--- config.mk ---
export PLATFORM = sky130hd
export DESIGN_NAME = alu_seq_flat
export DESIGN_NICKNAME = d
export VERILOG_FILES = /design/src/rtl/alu_seq_if.sv /design/src/rtl/alu_seq.sv /design/src/flat_wrapper.sv
export SDC_FILE = /design/constraint.sdc
export NUM_CORES = 1
export LEC_CHECK = 0
export CAP_MARGIN = 10
export CORE_MARGIN = 2
export CORE_UTILIZATION = 58
export DETAILED_ROUTE_END_ITERATION = 16
export PLACE_DENSITY = 0.87
export SLEW_MARGIN = 10
export SYNTH_ARGS = -nofsm -noshare
export SYNTH_HDL_FRONTEND = slang
export SYNTH_SLANG_ARGS = --single-unit
--- constraint.sdc ---
create_clock -name clk -period 1.05 [get_ports clk]
set_input_delay 0.21 -clock clk [delete_from_list [all_inputs] [get_ports clk]]
set_output_delay 0.21 -clock clk [all_outputs]
set_load 0.02 [all_outputs]
--- src/rtl/alu_seq_if.sv ---
// alu_seq_if: operand/opcode handshake and result bus of the execute-stage ALU.
// master = issuing pipeline stage, slave = alu_seq.
interface alu_seq_if #(
   parameter int unsigned WIDTH = 32
) ();
   logic             valid_in;
   logic             ready_out;
   logic [WIDTH-1:0] src_a;
   logic [WIDTH-1:0] src_b;
   logic [3:0]       opcode;
   logic [WIDTH-1:0] result;
   logic             zero_flag;
   logic             ovf_flag;
   logic             valid_out;
   logic [WIDTH-1:0] hi;
   logic [WIDTH-1:0] lo;

   modport master (
      output valid_in, src_a, src_b, opcode,
      input  ready_out, result, zero_flag, ovf_flag, valid_out, hi, lo
   );

   modport slave (
      input  valid_in, src_a, src_b, opcode,
      output ready_out, result, zero_flag, ovf_flag, valid_out, hi, lo
   );
endinterface

--- src/rtl/alu_seq.sv ---
// alu_seq: registered ALU with signed/unsigned compare, shifts and overflow flag.
// Define ALU_SEQ_MULDIV_EN to build the iterative MULTU/DIVU unit with HI/LO
// registers; otherwise opcodes 1100-1111 yield 0 and hi/lo read as 0.
module alu_seq #(
   parameter int unsigned WIDTH = 32
) (
   input logic      clk,
   input logic      reset_n,
   alu_seq_if.slave bus
);
   localparam int unsigned SHW = $clog2(WIDTH);

   logic [WIDTH-1:0] a, b, add_res, sub_res, alu_res, result_q;
   logic [SHW-1:0]   shamt;
   logic             alu_ovf, take, zero_q, ovf_q, valid_q;

`ifdef ALU_SEQ_MULDIV_EN
   typedef enum logic [1:0] {StIdle, StMul, StDiv} state_e;

   state_e             state_q;
   logic [SHW:0]       count_q;
   logic [2*WIDTH-1:0] acc_q, step_acc;
   logic [WIDTH-1:0]   opnd_q, hi_q, lo_q;
   logic [WIDTH:0]     mul_sum, div_shift, div_diff;
   logic               div_ge;
`endif

   assign a       = bus.src_a;
   assign b       = bus.src_b;
   assign shamt   = b[SHW-1:0];
   assign add_res = a + b;
   assign sub_res = a - b;
   assign take    = bus.valid_in & bus.ready_out;

   // Single-cycle datapath; also supplies the DIVU-by-zero result.
   always_comb begin
      alu_res = '0;
      alu_ovf = 1'b0;
      unique case (bus.opcode)
         4'b0000: alu_res = a & b;
         4'b0001: alu_res = a | b;
         4'b0010: begin
            alu_res = add_res;
            alu_ovf = (a[WIDTH-1] == b[WIDTH-1]) && (add_res[WIDTH-1] != a[WIDTH-1]);
         end
         4'b0100: alu_res = a & ~b;
         4'b0101: alu_res = a | ~b;
         4'b0110: begin
            alu_res = sub_res;
            alu_ovf = (a[WIDTH-1] != b[WIDTH-1]) && (sub_res[WIDTH-1] != a[WIDTH-1]);
         end
         4'b0111: alu_res[0] = $signed(a) < $signed(b);
         4'b1000: alu_res[0] = a < b;
         4'b1001: alu_res = a << shamt;
         4'b1010: alu_res = a >> shamt;
         4'b1011: alu_res = $unsigned($signed(a) >>> shamt);
`ifdef ALU_SEQ_MULDIV_EN
         4'b1101: alu_res = '1;  // only committed here when B == 0
         4'b1110: alu_res = hi_q;
         4'b1111: alu_res = lo_q;
`endif
         default: alu_res = '0;
      endcase
   end

`ifdef ALU_SEQ_MULDIV_EN
   // One iteration: shift-add multiply ({partial, multiplier}) or restoring
   // divide ({remainder, dividend/quotient}) on the shared accumulator.
   always_comb begin
      mul_sum   = {1'b0, acc_q[2*WIDTH-1:WIDTH]} + (acc_q[0] ? {1'b0, opnd_q} : '0);
      div_shift = {acc_q[2*WIDTH-1:WIDTH], acc_q[WIDTH-1]};
      div_diff  = div_shift - {1'b0, opnd_q};
      div_ge    = div_shift >= {1'b0, opnd_q};
      if (state_q == StMul) begin
         step_acc = {mul_sum, acc_q[WIDTH-1:1]};
      end else begin
         step_acc = {(div_ge ? div_diff[WIDTH-1:0] : div_shift[WIDTH-1:0]),
                     acc_q[WIDTH-2:0], div_ge};
      end
   end

   // Accept ops, iterate MULTU/DIVU, commit result, flags and HI/LO.
   always_ff @(posedge clk or negedge reset_n) begin
      if (!reset_n) begin
         state_q  <= StIdle;
         count_q  <= '0;
         acc_q    <= '0;
         opnd_q   <= '0;
         hi_q     <= '0;
         lo_q     <= '0;
         result_q <= '0;
         zero_q   <= 1'b1;
         ovf_q    <= 1'b0;
         valid_q  <= 1'b0;
      end else begin
         valid_q <= 1'b0;
         unique case (state_q)
            StIdle: begin
               if (take) begin
                  if (bus.opcode == 4'b1100) begin
                     state_q <= StMul;
                     count_q <= (SHW+1)'(WIDTH);
                     acc_q   <= {{WIDTH{1'b0}}, b};
                     opnd_q  <= a;
                  end else if (bus.opcode == 4'b1101 && b != '0) begin
                     state_q <= StDiv;
                     count_q <= (SHW+1)'(WIDTH);
                     acc_q   <= {{WIDTH{1'b0}}, a};
                     opnd_q  <= b;
                  end else begin
                     result_q <= alu_res;
                     zero_q   <= (alu_res == '0);
                     ovf_q    <= alu_ovf;
                     valid_q  <= 1'b1;
                     if (bus.opcode == 4'b1101) begin
                        lo_q <= '1;
                        hi_q <= a;
                     end
                  end
               end
            end
            StMul, StDiv: begin
               acc_q   <= step_acc;
               count_q <= count_q - 1'b1;
               if (count_q == (SHW+1)'(1)) begin
                  state_q  <= StIdle;
                  hi_q     <= step_acc[2*WIDTH-1:WIDTH];
                  lo_q     <= step_acc[WIDTH-1:0];
                  result_q <= step_acc[WIDTH-1:0];
                  zero_q   <= (step_acc[WIDTH-1:0] == '0);
                  ovf_q    <= 1'b0;
                  valid_q  <= 1'b1;
               end
            end
            default: state_q <= StIdle;
         endcase
      end
   end

   assign bus.ready_out = (state_q == StIdle);
   assign bus.hi        = hi_q;
   assign bus.lo        = lo_q;
`else
   // Every transfer completes on the next edge.
   always_ff @(posedge clk or negedge reset_n) begin
      if (!reset_n) begin
         result_q <= '0;
         zero_q   <= 1'b1;
         ovf_q    <= 1'b0;
         valid_q  <= 1'b0;
      end else begin
         valid_q <= take;
         if (take) begin
            result_q <= alu_res;
            zero_q   <= (alu_res == '0);
            ovf_q    <= alu_ovf;
         end
      end
   end

   assign bus.ready_out = 1'b1;
   assign bus.hi        = '0;
   assign bus.lo        = '0;
`endif

   assign bus.result    = result_q;
   assign bus.zero_flag = zero_q;
   assign bus.ovf_flag  = ovf_q;
   assign bus.valid_out = valid_q;
endmodule

--- src/flat_wrapper.sv ---
// flat-port wrapper written by rule: the top's interface ports become plain ports
module alu_seq_flat 
#(
   parameter int unsigned WIDTH = 32
)
  (clk, reset_n, bus_valid_in, bus_src_a, bus_src_b, bus_opcode, bus_ready_out, bus_result, bus_zero_flag, bus_ovf_flag, bus_valid_out, bus_hi, bus_lo);
  alu_seq_if #(.WIDTH(WIDTH)) bus_i ();
  input logic clk;
  input logic reset_n;
  input wire logic [$bits(bus_i.valid_in)-1:0] bus_valid_in;
  input wire logic [$bits(bus_i.src_a)-1:0] bus_src_a;
  input wire logic [$bits(bus_i.src_b)-1:0] bus_src_b;
  input wire logic [$bits(bus_i.opcode)-1:0] bus_opcode;
  output wire logic [$bits(bus_i.ready_out)-1:0] bus_ready_out;
  output wire logic [$bits(bus_i.result)-1:0] bus_result;
  output wire logic [$bits(bus_i.zero_flag)-1:0] bus_zero_flag;
  output wire logic [$bits(bus_i.ovf_flag)-1:0] bus_ovf_flag;
  output wire logic [$bits(bus_i.valid_out)-1:0] bus_valid_out;
  output wire logic [$bits(bus_i.hi)-1:0] bus_hi;
  output wire logic [$bits(bus_i.lo)-1:0] bus_lo;
  assign bus_i.valid_in = bus_valid_in;
  assign bus_i.src_a = bus_src_a;
  assign bus_i.src_b = bus_src_b;
  assign bus_i.opcode = bus_opcode;
  assign bus_ready_out = bus_i.ready_out;
  assign bus_result = bus_i.result;
  assign bus_zero_flag = bus_i.zero_flag;
  assign bus_ovf_flag = bus_i.ovf_flag;
  assign bus_valid_out = bus_i.valid_out;
  assign bus_hi = bus_i.hi;
  assign bus_lo = bus_i.lo;
  alu_seq #(.WIDTH(WIDTH)) u_core (.clk(clk), .reset_n(reset_n), .bus(bus_i));
endmodule
==> results of run 1 <==
==> per-stage QoR <==
stage,instances,TNS (ns),worst slack (ns),hold WS [ns]
2_1_floorplan,1759,-57.87,-2.61,-0.0856
3_3_place_gp,2656,-80.93,-3.03,0.481
3_5_place_dp,2656,-90.24,-3.42,0.504
==> cells by family after synthesis <==
family / synth area share
buffers and inverters: 0.114
AND/OR/NAND/NOR: 0.204
XOR/XNOR: 0.0134
other: 0.000606
adder cells (fa/ha/maj): 0.142
flip-flops: 0.0708
multiplexers: 0.162
AO/OA/AOI/OAI: 0.293
==> metrics.csv, run 1 <==
metric,value,unit
synth_top_area_cell,ha_1,
error_line,"[ERROR DPL-0038] Utilization greater than 100%, impossible to legalize",
ios,171,
io_buffer_count,105,
ctsResizeCount,779,
dp.final_hpwl,59.0,mm
placementRows,53,
synth_top_area_share,0.138,
die_width,150,um
lastStage,4_1_cts,
seq_area_frac_synth,0.0708,
synth_edf_count,0,
cts_root_buf,clkbuf_16,
clock-sinks,35,
clock_path_buffers,2,
post_cts_buffers,109,
placed_area,18600,um2
synth_ff_type,dfrtp_1,
synth_commonest_cells,"nand2_1 (157), nor2_1 (149), ha_1 (137), a21oi_1 (129), inv_1 (106)",
netlist_area,12400,um2
gp_congestion,1.29,
cts_buffers,5,
h-tree-depth,2,
ys_ff_latch,35,
status,aborted with a tool error,
syn_inst,1696,
synth_cell_types,94,
avgSynthCellArea,7.30,um2
start_util,0.589,
synth_area_leaders,"ha_1 (14%), dfrtp_1 (6.9%), mux4_2 (6.4%)",
hold_buffers,0,
die_h,150,um
ys_async_sr_fraction,1.00,
yosysWarnings,0,
synth.most_common_cell,nand2_1,
==> run 2, diff against run 1 <==
--- a/config.mk
+++ b/config.mk
@@ -7,9 +7,9 @@
 export LEC_CHECK = 0
 export CAP_MARGIN = 10
 export CORE_MARGIN = 2
-export CORE_UTILIZATION = 58
+export CORE_UTILIZATION = 40
 export DETAILED_ROUTE_END_ITERATION = 16
-export PLACE_DENSITY = 0.87
+export PLACE_DENSITY_LB_ADDON = 0.15
 export SLEW_MARGIN = 10
 export SYNTH_ARGS = -nofsm -noshare
 export SYNTH_HDL_FRONTEND = slang
==> metrics.csv, run 2 <==
metric,value,unit
critPathCaptureType,flop,
power_density,727,nW/um2
die_area,32400,um2
yosysWarnings,0,
final_nets,2756,
irDropWorstVdd,0.655,mV
synth.most_common_cell,nand2_1,
reg2reg_depth,3,
layout_setup_ws,-2.38,ns
layout_common_cells,"buf_4 (765), nand2_1 (146), nor2_1 (133), ha_1 (100), buf_6 (92)",
num_vias,17880,
violations,setup timing,
hold_class,input port to asynchronous set/reset pin,
drv_slew,0,
start_util,0.406,
p_leak,0.0104,uW
seq_area_frac_synth,0.0708,
placementRows,64,
synth_top_area_share,0.138,
h-tree-depth,2,
finClkSkew,0,ns
relSlewSlack,0.461,
clock-sinks,35,
antenna_found_initial,1,
io_buffer_count,105,
ant_nets,0,
r2r-end,u_core.bus.result[0],
wl,72.6,mm
die_width,180,um
firstDrtPassIters,6,
ys_async_sr_fraction,1.00,
critPathArrivalTime,3.63,ns
final_cell_area,22700,um2
synth_commonest_cells,"nand2_1 (157), nor2_1 (149), ha_1 (137), a21oi_1 (129), inv_1 (106)",
gr-total-overflow,0,
final_cells,2943,
track_usage,0.426,
layout_min_cycle_time,3.43,ns
largest_reg_flops,32,
ios,171,
setup_violations,36,
grt_first_pass_wirelength,107,mm
dp_cells,2822,
layout_commonest_cell,buf_4,
first_global_vias,17525,
syn_to_final_growth,83.4,%
insertion_delay,0.29,ns
hold_viol,0,
max-cap-violations,0,
fmax,292,MHz
synth_edf_count,0,
r2r_slack,0.07,ns
worstSetupPathType,input port to flop,
clock_path_buffers,2,
wire_per_inst,24.7,um
status,"finished, violations left",
synth_cell_types,94,
period_share,3.27,
die_h,180,um
grt_max_degree,59,
clkTransAtPathRegs,0.05,ns
rsz0062_at_grt,yes,
ys_ff_latch,35,
post-route-drc-count,0,
synth_area_leaders,"ha_1 (14%), dfrtp_1 (6.9%), mux4_2 (6.4%)",
n_antenna_cell,0,
drt_iter0_markers,2096,
required,1.25,ns
layout-drive-gt1-share,0.546,
dp_slack,-3.21,ns
avgSynthCellArea,7.30,um2
netlist_area,12400,um2
syn_inst,1696,
vias_per_cell,6.08,
synth_top_area_cell,ha_1,
coreArea,30500,um2
r2r-start,u_core.bus.result[0],
worst_slew_pin_slew,0.803,ns
path_max_fanout,5,
cts_tree,done,
fin_total_pwr,16500,uW
cts_buffers,5,
dp.final_hpwl,57.8,mm
crit_path_start_kind,input port,
synth_ff_type,dfrtp_1,
cts_root_buf,clkbuf_16,
gp_congestion,1.09,
startpoint,bus_src_b[0],
placed_area,19100,um2
## run 2: worst max-delay path by stage
stage and to:
2_1_floorplan u_core.bus.zero_flag, 3_3_place_gp u_core.bus.zero_flag, 3_5_place_dp u_core.bus.zero_flag, 4_1_cts u_core.bus.zero_flag, 5_1_grt u_core.bus.zero_flag, 6_report u_core.bus.zero_flag
## run 2: layer usage
| layer | up-vias | track usage | wire (um) |
|---|---|---|---|
| met1 | 8599 | 0.568 | 29100 |
| met5 | - | 0 | 0 |
| met2 | 1131 | 0.662 | 31600 |
| li1 | 7889 | - | - |
| met3 | 261 | 0.0711 | 7320 |
| met4 | 0 | 0.219 | 4510 |
## run 2: metrics by stage
stage          utilization  TNS (ns)  hold slack (ns)
2_1_floorplan            -    -57.87          -0.0856
3_3_place_gp         0.628    -87.85            0.485
3_5_place_dp         0.628    -88.54            0.494
4_1_cts              0.719    -56.52            0.298
5_1_grt              0.745    -61.74            0.319
6_report             0.745    -59.20            0.293
## run 2: critical path, cell delays in order
cell	delay (ns)
buf_12	0.11
buf_6	0.11
buf_8	0.12
buf_6	0.12
buf_8	0.13
mux2i_2	0.21
mux4_2	0.35
nor2_2	0.06
a311oi_1	0.26
o211ai_1	0.31
a221oi_2	0.29
or4b_4	0.50
nor4_2	0.14
buf_4	0.16
and4b_1	0.18
nand4_1	0.14
o32ai_2	0.22
## run 2: power breakdown
group	switching (uW)	internal (uW)	leakage, uW
logic	6630	6260	0.00989
clock network	585	1360	0.0000900
registers	128	1550	0.000415
total	7340	9170	0.0104
## run 2: cell type report
type | instances | area (um2)
sequential | 35 | 877
clock inverter | 3 | 67.6
timing repair buffer | 965 | 8040
clock buffer | 5 | 125
fill | 2388 | 7790
inverter | 108 | 462
tap | 396 | 495
multi-input combinational | 1431 | 12600
## run 2: kinds of logic after synthesis
family,after synthesis,synth area share
AO/OA/AOI/OAI,527,0.293
XOR/XNOR,19,0.0134
buffers and inverters,293,0.114
other,2,0.000606
AND/OR/NAND/NOR,530,0.204
flip-flops,35,0.0708
adder cells (fa/ha/maj),139,0.142
multiplexers,151,0.162
## run 2: repair_timing
item                                    in CTS  in global routing
setup buffers                              104                 37
gates cloned                                 1                  0
endpoints found under the setup margin      69                 53
resized for setup                          732                163
pin swaps                                  123                107
hold buffers                                 0                  0
Note: power is estimated with default switching activity, not from simulation.
==> run 3, diff against run 2 <==
--- a/config.mk
+++ b/config.mk
@@ -5,7 +5,6 @@
 export SDC_FILE = /design/constraint.sdc
 export NUM_CORES = 1
 export LEC_CHECK = 0
-export CAP_MARGIN = 10
 export CORE_MARGIN = 2
 export CORE_UTILIZATION = 40
 export DETAILED_ROUTE_END_ITERATION = 16
==> results of run 3 <==
Final layout, timing and power as in run 2 (identical DEF).
